--- src/rtl/fixed_point_pkg.sv ---
// fixed_point_pkg: shared sign-magnitude fixed-point constants for the adder/subtractor family
package fixed_point_pkg;
  localparam int FP_BITSIZE = 16;
  localparam int FP_FRAC = 8;
  localparam int FP_SIGN_BIT = FP_BITSIZE - 1;
  localparam logic [FP_BITSIZE-2:0] FP_MAX_MAG = '1;
  localparam logic [FP_BITSIZE-1:0] FP_ZERO = '0;
endpackage

--- src/rtl/fixed_point_sub_pipe_if.sv ---
// fixed_point_sub_pipe_if: operand/result streams with valid/ready handshakes
//   in_valid/in_ready/in_a/in_b : operand pair stream (A - B)
//   out_valid/out_ready/out_c/out_ovf : result stream, ovf flags saturation
interface fixed_point_sub_pipe_if #(parameter int BITSIZE = fixed_point_pkg::FP_BITSIZE);
  logic in_valid;
  logic in_ready;
  logic [BITSIZE-1:0] in_a;
  logic [BITSIZE-1:0] in_b;
  logic out_valid;
  logic out_ready;
  logic [BITSIZE-1:0] out_c;
  logic out_ovf;
  modport master (output in_valid, in_a, in_b, out_ready, input in_ready, out_valid, out_c, out_ovf);
  modport slave (input in_valid, in_a, in_b, out_ready, output in_ready, out_valid, out_c, out_ovf);
endinterface

--- src/rtl/sm_addsub_core.sv ---
// sm_addsub_core: combinational sign-magnitude add of pre-split operands with saturation
//   sa: sign of first operand; ma/mb: magnitudes; same: effective signs equal; a_ge: ma >= mb
//   sign/mag/ovf: result sign, magnitude, saturation flag
module sm_addsub_core #(parameter int MAG_W = fixed_point_pkg::FP_BITSIZE - 1) (
  input  logic sa,
  input  logic [MAG_W-1:0] ma,
  input  logic [MAG_W-1:0] mb,
  input  logic same,
  input  logic a_ge,
  output logic sign,
  output logic [MAG_W-1:0] mag,
  output logic ovf
);
  logic [MAG_W:0] sum;
  logic [MAG_W-1:0] diff;
  logic raw_sign;
  assign sum = {1'b0, ma} + {1'b0, mb};
  assign diff = a_ge ? ma - mb : mb - ma;
  assign ovf = same && sum[MAG_W];
  assign mag = same ? (sum[MAG_W] ? '1 : sum[MAG_W-1:0]) : diff;
  // signs differ here, so the second operand's sign is simply ~sa
  assign raw_sign = (same || a_ge) ? sa : ~sa;
  // canonical +0: a zero magnitude never carries a negative sign
  assign sign = (|mag) && raw_sign;
endmodule

--- src/rtl/fixed_point_sub_pipe.sv ---
// fixed_point_sub_pipe: two-stage pipelined saturating sign-magnitude subtractor C = A - B
//   clk/rst: clock, async active-high reset
//   bus: slave side of fixed_point_sub_pipe_if (operand stream in, result stream out)
module fixed_point_sub_pipe import fixed_point_pkg::*; #(
  parameter int BITSIZE = FP_BITSIZE,
  parameter int FRAC = FP_FRAC
) (
  input logic clk,
  input logic rst,
  fixed_point_sub_pipe_if.slave bus
);
  localparam int M = BITSIZE - 1;
  if (FRAC < 0 || FRAC > M) begin : g_frac_chk
    $error("FRAC must fit inside the magnitude field");
  end
  logic s1_valid, sa, same, a_ge;
  logic [M-1:0] ma, mb;
  logic sb_in, s2_free, s1_adv, in_xfer;
  logic sign, ovf;
  logic [M-1:0] mag;
  assign s2_free = !bus.out_valid || bus.out_ready;
  assign s1_adv = s1_valid && s2_free;
  assign bus.in_ready = !rst && (!s1_valid || s1_adv);
  assign in_xfer = bus.in_valid && bus.in_ready;
  // subtraction is addition of B with its sign flipped
  assign sb_in = ~bus.in_b[M];
  always_ff @(posedge clk or posedge rst) begin
    if (rst) begin
      s1_valid <= 1'b0;
      sa <= 1'b0;
      ma <= '0;
      mb <= '0;
      same <= 1'b0;
      a_ge <= 1'b0;
    end else if (in_xfer) begin
      s1_valid <= 1'b1;
      sa <= bus.in_a[M];
      ma <= bus.in_a[M-1:0];
      mb <= bus.in_b[M-1:0];
      same <= bus.in_a[M] == sb_in;
      a_ge <= bus.in_a[M-1:0] >= bus.in_b[M-1:0];
    end else if (s1_adv) begin
      s1_valid <= 1'b0;
    end
  end
  sm_addsub_core #(.MAG_W(M)) u_core (
    .sa(sa), .ma(ma), .mb(mb), .same(same), .a_ge(a_ge),
    .sign(sign), .mag(mag), .ovf(ovf)
  );
  always_ff @(posedge clk or posedge rst) begin
    if (rst) begin
      bus.out_valid <= 1'b0;
      bus.out_c <= '0;
      bus.out_ovf <= 1'b0;
    end else if (s1_adv) begin
      bus.out_valid <= 1'b1;
      bus.out_c <= {sign, mag};
      bus.out_ovf <= ovf;
    end else if (bus.out_ready) begin
      bus.out_valid <= 1'b0;
    end
  end
endmodule

--- src/flat_wrapper.sv ---
// flat-port wrapper written by rule: the top's interface ports become plain ports
module fixed_point_sub_pipe_flat import fixed_point_pkg::*;
#(
  parameter int BITSIZE = FP_BITSIZE,
  parameter int FRAC = FP_FRAC
)
  (clk, rst, bus_in_valid, bus_in_a, bus_in_b, bus_out_ready, bus_in_ready, bus_out_valid, bus_out_c, bus_out_ovf);
  fixed_point_sub_pipe_if #(.BITSIZE(BITSIZE)) bus_i ();
  input logic clk;
  input logic rst;
  input wire logic [$bits(bus_i.in_valid)-1:0] bus_in_valid;
  input wire logic [$bits(bus_i.in_a)-1:0] bus_in_a;
  input wire logic [$bits(bus_i.in_b)-1:0] bus_in_b;
  input wire logic [$bits(bus_i.out_ready)-1:0] bus_out_ready;
  output wire logic [$bits(bus_i.in_ready)-1:0] bus_in_ready;
  output wire logic [$bits(bus_i.out_valid)-1:0] bus_out_valid;
  output wire logic [$bits(bus_i.out_c)-1:0] bus_out_c;
  output wire logic [$bits(bus_i.out_ovf)-1:0] bus_out_ovf;
  assign bus_i.in_valid = bus_in_valid;
  assign bus_i.in_a = bus_in_a;
  assign bus_i.in_b = bus_in_b;
  assign bus_i.out_ready = bus_out_ready;
  assign bus_in_ready = bus_i.in_ready;
  assign bus_out_valid = bus_i.out_valid;
  assign bus_out_c = bus_i.out_c;
  assign bus_out_ovf = bus_i.out_ovf;
  fixed_point_sub_pipe #(.BITSIZE(BITSIZE), .FRAC(FRAC)) u_core (.clk(clk), .rst(rst), .bus(bus_i));
endmodule
--- config.mk ---
export PLATFORM = sky130hd
export DESIGN_NAME = fixed_point_sub_pipe_flat
export DESIGN_NICKNAME = d
export VERILOG_FILES = /design/src/rtl/fixed_point_pkg.sv /design/src/rtl/fixed_point_sub_pipe_if.sv /design/src/rtl/sm_addsub_core.sv /design/src/rtl/fixed_point_sub_pipe.sv /design/src/flat_wrapper.sv
export SDC_FILE = /design/constraint.sdc
export NUM_CORES = 1
export LEC_CHECK = 0
export ABC_AREA = 1
export CAP_MARGIN = 20
export CORE_MARGIN = 2
export CORE_UTILIZATION = 55
export CTS_BUF_LIST = sky130_fd_sc_hd__clkbuf_4 sky130_fd_sc_hd__clkbuf_8
export CTS_CLUSTER_DIAMETER = 120
export CTS_CLUSTER_SIZE = 40
export DETAILED_ROUTE_END_ITERATION = 8
export PLACE_DENSITY = 0.78
export SLEW_MARGIN = 0
export SYNTH_ARGS = -nofsm -noshare
export SYNTH_HDL_FRONTEND = slang
export SYNTH_SLANG_ARGS = --single-unit
--- constraint.sdc ---
create_clock -name clk -period 5.2 [get_ports clk]
set_input_delay 1.56 -clock clk [delete_from_list [all_inputs] [get_ports clk]]
set_output_delay 1.56 -clock clk [all_outputs]
set_load 0.005 [all_outputs]
==> results of run 1 <==
==> sequential cells by signal, indices dropped and copies added (netlist names) <==
name	cells
u_core.bus.out_valid	1
u_core.s1_valid	1
u_core.bus.out_ovf	1
u_core.sa	1
u_core.a_ge	1
u_core.bus.out_c	16
u_core.ma	15
u_core.same	1
u_core.mb	15
==> path summary, 6_finish.rpt <==
| path | end | slack (ps) | from |
|---|---|---|---|
| hold / removal | u_core.bus.out_c[7] | 480 | u_core.bus.out_c[7] |
| max in group asynchronous | u_core.sa | 2970 | rst |
| setup / recovery | bus_in_ready | 840 | bus_out_ready |
| hold reg to reg | u_core.bus.out_c[7] | 480 | u_core.bus.out_c[7] |
| setup reg to reg | u_core.bus.out_c[15] | 2630 | u_core.mb[1] |
| min in group asynchronous | u_core.ma[12] | 1800 | rst |
==> synth_stat cells (2+ instances only) <==
cell                       instances
sky130_fd_sc_hd__nand3_1          70
sky130_fd_sc_hd__o22ai_1           2
sky130_fd_sc_hd__inv_2             8
sky130_fd_sc_hd__nand3b_1         12
sky130_fd_sc_hd__a21oi_4           2
sky130_fd_sc_hd__fa_1              3
sky130_fd_sc_hd__inv_1           105
sky130_fd_sc_hd__dfrtp_1          52
sky130_fd_sc_hd__inv_4             3
sky130_fd_sc_hd__a21o_1            2
sky130_fd_sc_hd__nand2_1         222
sky130_fd_sc_hd__nor2_2            3
sky130_fd_sc_hd__o21ai_0          45
sky130_fd_sc_hd__nand4_1           7
sky130_fd_sc_hd__nand3_2           8
sky130_fd_sc_hd__a31oi_1           5
sky130_fd_sc_hd__ha_1             58
sky130_fd_sc_hd__nor4_1            3
sky130_fd_sc_hd__o21bai_1          3
sky130_fd_sc_hd__nor2_1           50
sky130_fd_sc_hd__buf_4             7
sky130_fd_sc_hd__clkbuf_1          7
sky130_fd_sc_hd__buf_2             3
sky130_fd_sc_hd__nand2_2          15
sky130_fd_sc_hd__a21oi_1          26
sky130_fd_sc_hd__nor3_1            5
sky130_fd_sc_hd__buf_6             4
sky130_fd_sc_hd__and2_1            3
==> per-layer routing <==
metal	vias up	GRT usage, %
met3	33	2.53
met4	0	8.85
met5	-	0
met1	2203	36.2
met2	158	47.0
li1	2444	-
==> worst min-delay path, stage by stage (launching register included) <==
cell                      delay, ps
sky130_fd_sc_hd__dfrtp_1        360
sky130_fd_sc_hd__nand2_1         50
sky130_fd_sc_hd__nand2_1         50
==> cells by family after synthesis <==
group	share of synthesized area, %
buf+inv	11.9
fa+ha+maj	15.7
compound gates	10.1
xor+xnor	0.349
simple gates	35.8
flops	25.9
mux	0.200
==> through the flow <==
step	cell area [um^2]	hold slack (ps)	total power, W
finish	5670	484	0.00201
detailed placement	5550	466	0.00170
floorplan	5020	453	0.00136
global route	5670	508	0.00219
CTS	5670	491	0.00201
global placement	5550	461	0.00168
==> power by group <==
group          internal, W  leakage (nW)  switching, W
clock network     0.000158        0.0614      0.000148
registers         0.000501         0.630     0.0000838
logic             0.000451          2.34      0.000666
==> final cells by class <==
| class | count | area (um^2) |
|---|---|---|
| timing repair buffer | 56 | 556 |
| clock inverter | 2 | 38.8 |
| fill | 798 | 3090 |
| clock buffer | 6 | 82.6 |
| tap | 108 | 135 |
| multi-input combinational | 555 | 3120 |
| sequential | 52 | 1300 |
| inverter | 116 | 443 |
==> impl_metrics.sql, run 1 <==
INSERT INTO impl_metrics (metric_group, metric, value, unit) VALUES
('power', 'power_density', '354', 'nW/um^2'),
('drt', 'avgViaCountPerCell', '5.41', ''),
('drt', 'wl', '12.8', 'mm'),
('layout', 'fin_nets', '883', ''),
('setup_path', 'worst-path-buf-inv', '4', ''),
('timing', 'max-slew-margin-rel', '44.5', '%'),
('yosys', 'synthDominantCellAreaShare', '25.9', '%'),
('drt', 'met3_length', '512', 'um'),
('placed_design', 'placedCellCount', '887', ''),
('drt', 'detailedRoute.firstPassIterationCount', '6', ''),
('hold_path', 'worst_hold_path_type', 'flip-flop to flip-flop', ''),
('yosys', 'synth.distinct_cells', '41', ''),
('setup_path', 'critPathTopFamily', 'buffers and inverters', ''),
('setup_path', 'worst_path_largest_cell_delay', '500', 'ps'),
('drt', 'detail_route.wirelength.met1', '5.97', 'mm'),
('global_routing', 'grt_use_total', '27.3', '%'),
('drt', 'highest_metal_layer_with_signal_wires', 'met4', ''),
('cts', 'cells_resized_by_post_cts_repair', '0', ''),
('cts', 'cts.sink_count', '52', ''),
('drt', 'wire_per_inst', '14.3', 'um'),
('flow_run', 'drv.max_cap_violation_count', '0', ''),
('setup_path', 'timing.critical_path.required', '3640', 'ps'),
('cts', 'cts_setup_buffers', '0', ''),
('die', 'fp.coreArea', '8760', 'um^2'),
('die', 'die_width', '99.5', 'um'),
('status', 'outcome', 'finished, final reports clean', ''),
('yosys', 'synthCells', '746', ''),
('setup_path', 'reg2regPathDepth', '13', ''),
('drt', 'post-route-drc-count', '0', ''),
('layout', 'most-common-layout-cells', 'sky130_fd_sc_hd__nand2_1, sky130_fd_sc_hd__inv_1, sky130_fd_sc_hd__nand3_1, sky130_fd_sc_hd__ha_1, sky130_fd_sc_hd__clkdlybuf4s50_1', ''),
('timing', 'setup-tns-final', '0', 'ps'),
('setup_path', 'worst-path-max-fanout', '2', ''),
('yosys', 'synth-main-ff-cell', 'sky130_fd_sc_hd__dfrtp_1', ''),
('global_routing', 'grt_pass1_wl', '21.8', 'mm'),
('yosys', 'synth-seq-cells', '52', ''),
('timing', 'tightestPinTransition', '832', 'ps'),
('cts', 'cts_tree', 'built', ''),
('cts', 'holdBufCountCts', '0', ''),
('drt', 'met2_wirelength', '5.90', 'mm'),
('timing', 'hold_viol', '0', ''),
('die', 'initial_core_util', '57.3', '%'),
('placed_design', 'globalplace.congestion', '0.952', ''),
('placed_design', 'pre_cts_ws', '847', 'ps'),
('timing', 'max_freq', '229', 'MHz'),
('die', 'core.rowCount', '34', ''),
('timing', 'post-route-worst-setup-slack', '843', 'ps'),
('setup_path', 'nature_of_the_critical_path_endpoint', 'output port', ''),
('power', 'vdd_drop_max', '163', 'uV'),
('hold_path', 'holdPathStages', '2', ''),
('yosys', 'postSynthNetCount', '843', ''),
('timing', 'period_minus_slack', '4360', 'ps'),
('yosys', 'yosys-top-cells-area', 'sky130_fd_sc_hd__dfrtp_1, sky130_fd_sc_hd__nand2_1, sky130_fd_sc_hd__ha_1', ''),
('setup_path', 'critical_path_depth', '6', ''),
('layout', 'finished_core_util', '64.7', '%'),
('die', 'design.die.area', '9900', 'um^2'),
('timing', 'grt_setup_unrepaired', 'no', ''),
('setup_path', 'cp_cell_sequence', 'clkdlybuf4s50_1 -> inv_1 -> nand3_1 -> nand2_1 -> inv_1 -> clkdlybuf4s50_1', ''),
('layout', 'n_antenna_cell', '0', ''),
('layout', 'layout-area-overhead-vs-synth', '13.1', '%'),
('yosys', 'ys_seq_area_share', '25.9', '%'),
('yosys', 'synthesis.area', '5020', 'um^2'),
('placed_design', 'io_buffer_count', '54', ''),
('global_routing', 'vias_in_the_first_global_route', '4706', ''),
('timing', 'final_min_period_over_clock_period', '83.8', '%'),
('die', 'io-pin-count', '55', ''),
('yosys', 'synth_area_per_cell', '6.73', 'um^2'),
('setup_path', 'start_kind', 'input pin', ''),
('layout', 'layout_commonest_cell', 'sky130_fd_sc_hd__nand2_1', ''),
('power', 'leakage', '3.03', 'nW'),
('setup_path', 'timing.critical_path.arrival', '2800', 'ps'),
('global_routing', 'grt_start_max_net_pins', '53', '');
Note: power is estimated with default switching activity, not from simulation.
==> run 2, diff against run 1 <==
--- a/config.mk
+++ b/config.mk
@@ -8,12 +8,12 @@
 export ABC_AREA = 1
 export CAP_MARGIN = 20
 export CORE_MARGIN = 2
-export CORE_UTILIZATION = 55
+export CORE_UTILIZATION = 54
 export CTS_BUF_LIST = sky130_fd_sc_hd__clkbuf_4 sky130_fd_sc_hd__clkbuf_8
 export CTS_CLUSTER_DIAMETER = 120
 export CTS_CLUSTER_SIZE = 40
 export DETAILED_ROUTE_END_ITERATION = 8
-export PLACE_DENSITY = 0.78
+export PLACE_DENSITY = 0.8
 export SLEW_MARGIN = 0
 export SYNTH_ARGS = -nofsm -noshare
 export SYNTH_HDL_FRONTEND = slang
==> constraint.sdc (replaced) <==
create_clock -name clk -period 3.61 [get_ports clk]
set_input_delay 1.083 -clock clk [delete_from_list [all_inputs] [get_ports clk]]
set_output_delay 1.083 -clock clk [all_outputs]
set_load 0.005 [all_outputs]
==> run 2 against run 1 <==
Compared with the run above: clock-buffer cell count down 1; first-iteration DRC count down 11%; largest cell class unchanged; clock power up 8.2%.
==> impl_metrics.sql, run 2 (synthesized netlist as in run 1, its figures left out) <==
INSERT INTO impl_metrics (metric_group, metric, value, unit) VALUES
('setup_path', 'cp-endpoint', 'bus_in_ready', ''),
('power', 'vdd_drop_max', '224', 'uV'),
('power', 'total_power', '0.00279', 'W'),
('drt', 'wl', '13.1', 'mm'),
('timing', 'final_min_period_over_clock_period', '93.2', '%'),
('global_routing', 'antenna_found_initial', '0', ''),
('setup_path', 'worst_path_max_delay_cell', 'sky130_fd_sc_hd__clkdlybuf4s50_1', ''),
('global_routing', 'grt_start_max_net_pins', '53', ''),
('timing', 'tightestPinTransition', '672', 'ps'),
('global_routing', 'grt_pass1_wl', '21.6', 'mm'),
('layout', 'n_antenna_cell', '0', ''),
('timing', 'hold_viol', '0', ''),
('timing', 'max_freq', '297', 'MHz'),
('layout', 'top_regs', 'u_core.bus.out_c: 16 flops, u_core.ma: 15 flops, u_core.mb: 15 flops', ''),
('timing', 'final-setup-viol-count', '0', ''),
('layout', 'final_layout_size_suffix_gt1_share', '7.23', '%'),
('timing', 'timing.final.max_slew_violations', '0', ''),
('layout', 'num-fill-cells', '900', ''),
('setup_path', 'r2r_endpoint', 'u_core.bus.out_c[15]', ''),
('layout', 'fin_nets', '885', ''),
('drt', 'vias', '4749', ''),
('placed_design', 'globalplace.congestion', '0.861', ''),
('timing', 'clock_skew', '5.62', 'ps'),
('global_routing', 'grt_residual_overflow', '0', ''),
('setup_path', 'r2r_start', 'u_core.mb[1]', ''),
('placed_design', 'hpwl', '10.7', 'mm'),
('layout', 'largest_register_ffs', '16', ''),
('setup_path', 'reg2regPathDepth', '13', ''),
('cts', 'insertion_delay', '310', 'ps'),
('setup_path', 'timing.critical_path.arrival', '2280', 'ps'),
('timing', 'grt_setup_unrepaired', 'no', ''),
('power', 'leakage', '3.02', 'nW'),
('drt', 'post-route-drc-count', '0', ''),
('die', 'fp.coreArea', '9110', 'um^2'),
('die', 'die_width', '100', 'um'),
('timing', 'max-slew-margin-rel', '55.2', '%'),
('timing', 'period_minus_slack', '3370', 'ps'),
('setup_path', 'nature_of_the_critical_path_endpoint', 'output port', ''),
('setup_path', 'worst-path-max-fanout', '2', ''),
('cts', 'cts_inserted_buffers', '5', ''),
('die', 'design.die.area', '10100', 'um^2'),
('global_routing', 'vias_in_the_first_global_route', '4533', ''),
('die', 'dieHeight', '100', 'um'),
('cts', 'ctsHtreeMaxLevel', '2', ''),
('layout', 'finished_core_util', '62.0', '%'),
('setup_path', 'start_kind', 'input pin', ''),
('flow_run', 'drv.max_cap_violation_count', '0', ''),
('drt', 'drtIter0Drc', '234', ''),
('hold_path', 'worst_hold_path_type', 'flip-flop to flip-flop', ''),
('setup_path', 'worst_path_largest_cell_delay', '490', 'ps'),
('setup_path', 'r2r_slack', '980', 'ps'),
('drt', 'wire_per_inst', '14.5', 'um'),
('cts', 'cts_tree', 'built', ''),
('layout', 'layout_commonest_cell', 'sky130_fd_sc_hd__nand2_1', ''),
('setup_path', 'crit_start', 'bus_out_ready', ''),
('status', 'outcome', 'finished, final reports clean', ''),
('setup_path', 'critical_path_class', 'input pin to output port', ''),
('layout', 'max_flop_register', 'u_core.bus.out_c', ''),
('setup_path', 'cp_cell_sequence', 'clkdlybuf4s50_1 -> inv_1 -> nand3_1 -> nand2_1 -> inv_1 -> clkdlybuf4s50_1', ''),
('power', 'power_density', '494', 'nW/um^2'),
('placed_design', 'io_buffer_count', '54', ''),
('die', 'io-pin-count', '55', ''),
('drt', 'detailedRoute.firstPassIterationCount', '5', ''),
('cts', 'cts_setup_buffers', '0', ''),
('cts', 'holdBufCountCts', '0', ''),
('cts', 'cts_root_buf', 'sky130_fd_sc_hd__clkbuf_8', ''),
('drt', 'final_antenna_net_count', '0', ''),
('cts', 'cts.path.max_buffers', '2', ''),
('die', 'core.rowCount', '35', ''),
('cts', 'clk_pin_slew_worst_paths', '100', 'ps'),
('cts', 'cts.sink_count', '52', ''),
('layout', 'most-common-layout-cells', 'sky130_fd_sc_hd__nand2_1, sky130_fd_sc_hd__inv_1, sky130_fd_sc_hd__nand3_1, sky130_fd_sc_hd__ha_1, sky130_fd_sc_hd__clkdlybuf4s50_1', ''),
('drt', 'avgViaCountPerCell', '5.28', ''),
('layout', 'layout-area-overhead-vs-synth', '12.6', '%'),
('timing', 'setup-tns-final', '0', 'ps'),
('cts', 'cells_resized_by_post_cts_repair', '0', ''),
('setup_path', 'timing.critical_path.required', '2530', 'ps'),
('global_routing', 'grt_use_total', '27.1', '%'),
('die', 'initial_core_util', '55.1', '%');
-- run 2: how the worst min path moves through the flow --
stage                          from              endpoint  slack, ps  depth (start not counted)
2_1_floorplan         u_core.ma[14]         u_core.ma[14]        450                          2
3_3_place_gp   u_core.bus.out_c[15]  u_core.bus.out_c[15]        460                          2
3_5_place_dp   u_core.bus.out_c[15]  u_core.bus.out_c[15]        460                          2
4_1_cts        u_core.bus.out_c[15]  u_core.bus.out_c[15]        490                          2
5_1_grt         u_core.bus.out_c[2]   u_core.bus.out_c[2]        510                          2
6_report       u_core.bus.out_c[15]  u_core.bus.out_c[15]        490                          2
-- run 2: metrics by stage --
| stage | instances | area [um^2] | setup WS [ps] | hold WS (ps) |
|---|---|---|---|---|
| after floorplan | 746 | 5020 | 121 | 453 |
| after global placement | 892 | 5570 | 244 | 461 |
| after detailed placement | 892 | 5570 | 246 | 464 |
| after CTS | 899 | 5650 | 244 | 489 |
| after global routing | 899 | 5650 | 198 | 509 |
| final | 899 | 5650 | 245 | 487 |
-- run 2: power breakdown --
group / internal, W / total [W] / switching (W)
clock: 0.000132 / 0.000331 / 0.000199
sequential: 0.000722 / 0.000841 / 0.000120
combinational: 0.000654 / 0.00162 / 0.000966
total: 0.00151 / 0.00279 / 0.00128
-- run 2: metal layers --
metal | vias to the layer above | track usage [%] | share of wire [%]
met1 | 2131 | 36.1 | 46
met4 | 0 | 7.27 | 2.4
met5 | - | 0 | 0
li1 | 2439 | - | -
met2 | 154 | 46.7 | 47
met3 | 25 | 2.99 | 4.8
-- run 2: worst max-delay path, delay by kind of cell --
family / cells / cell delay, ps
buffers and inverters: 4 / 1040
and+or+nand+nor: 2 / 150
-- run 2: layout make-up --
| cell class | instances | area, um^2 | share of cell area [%] |
|---|---|---|---|
| clock buffer | 5 | 68.8 | 1.22 |
| clock inverter | 2 | 12.5 | 0.221 |
| inverter | 116 | 443 | 7.84 |
| multi-input combinational | 555 | 3120 | 55.1 |
| sequential | 52 | 1300 | 23.0 |
| tap | 111 | 139 | 2.46 |
| timing repair buffer | 58 | 571 | 10.1 |
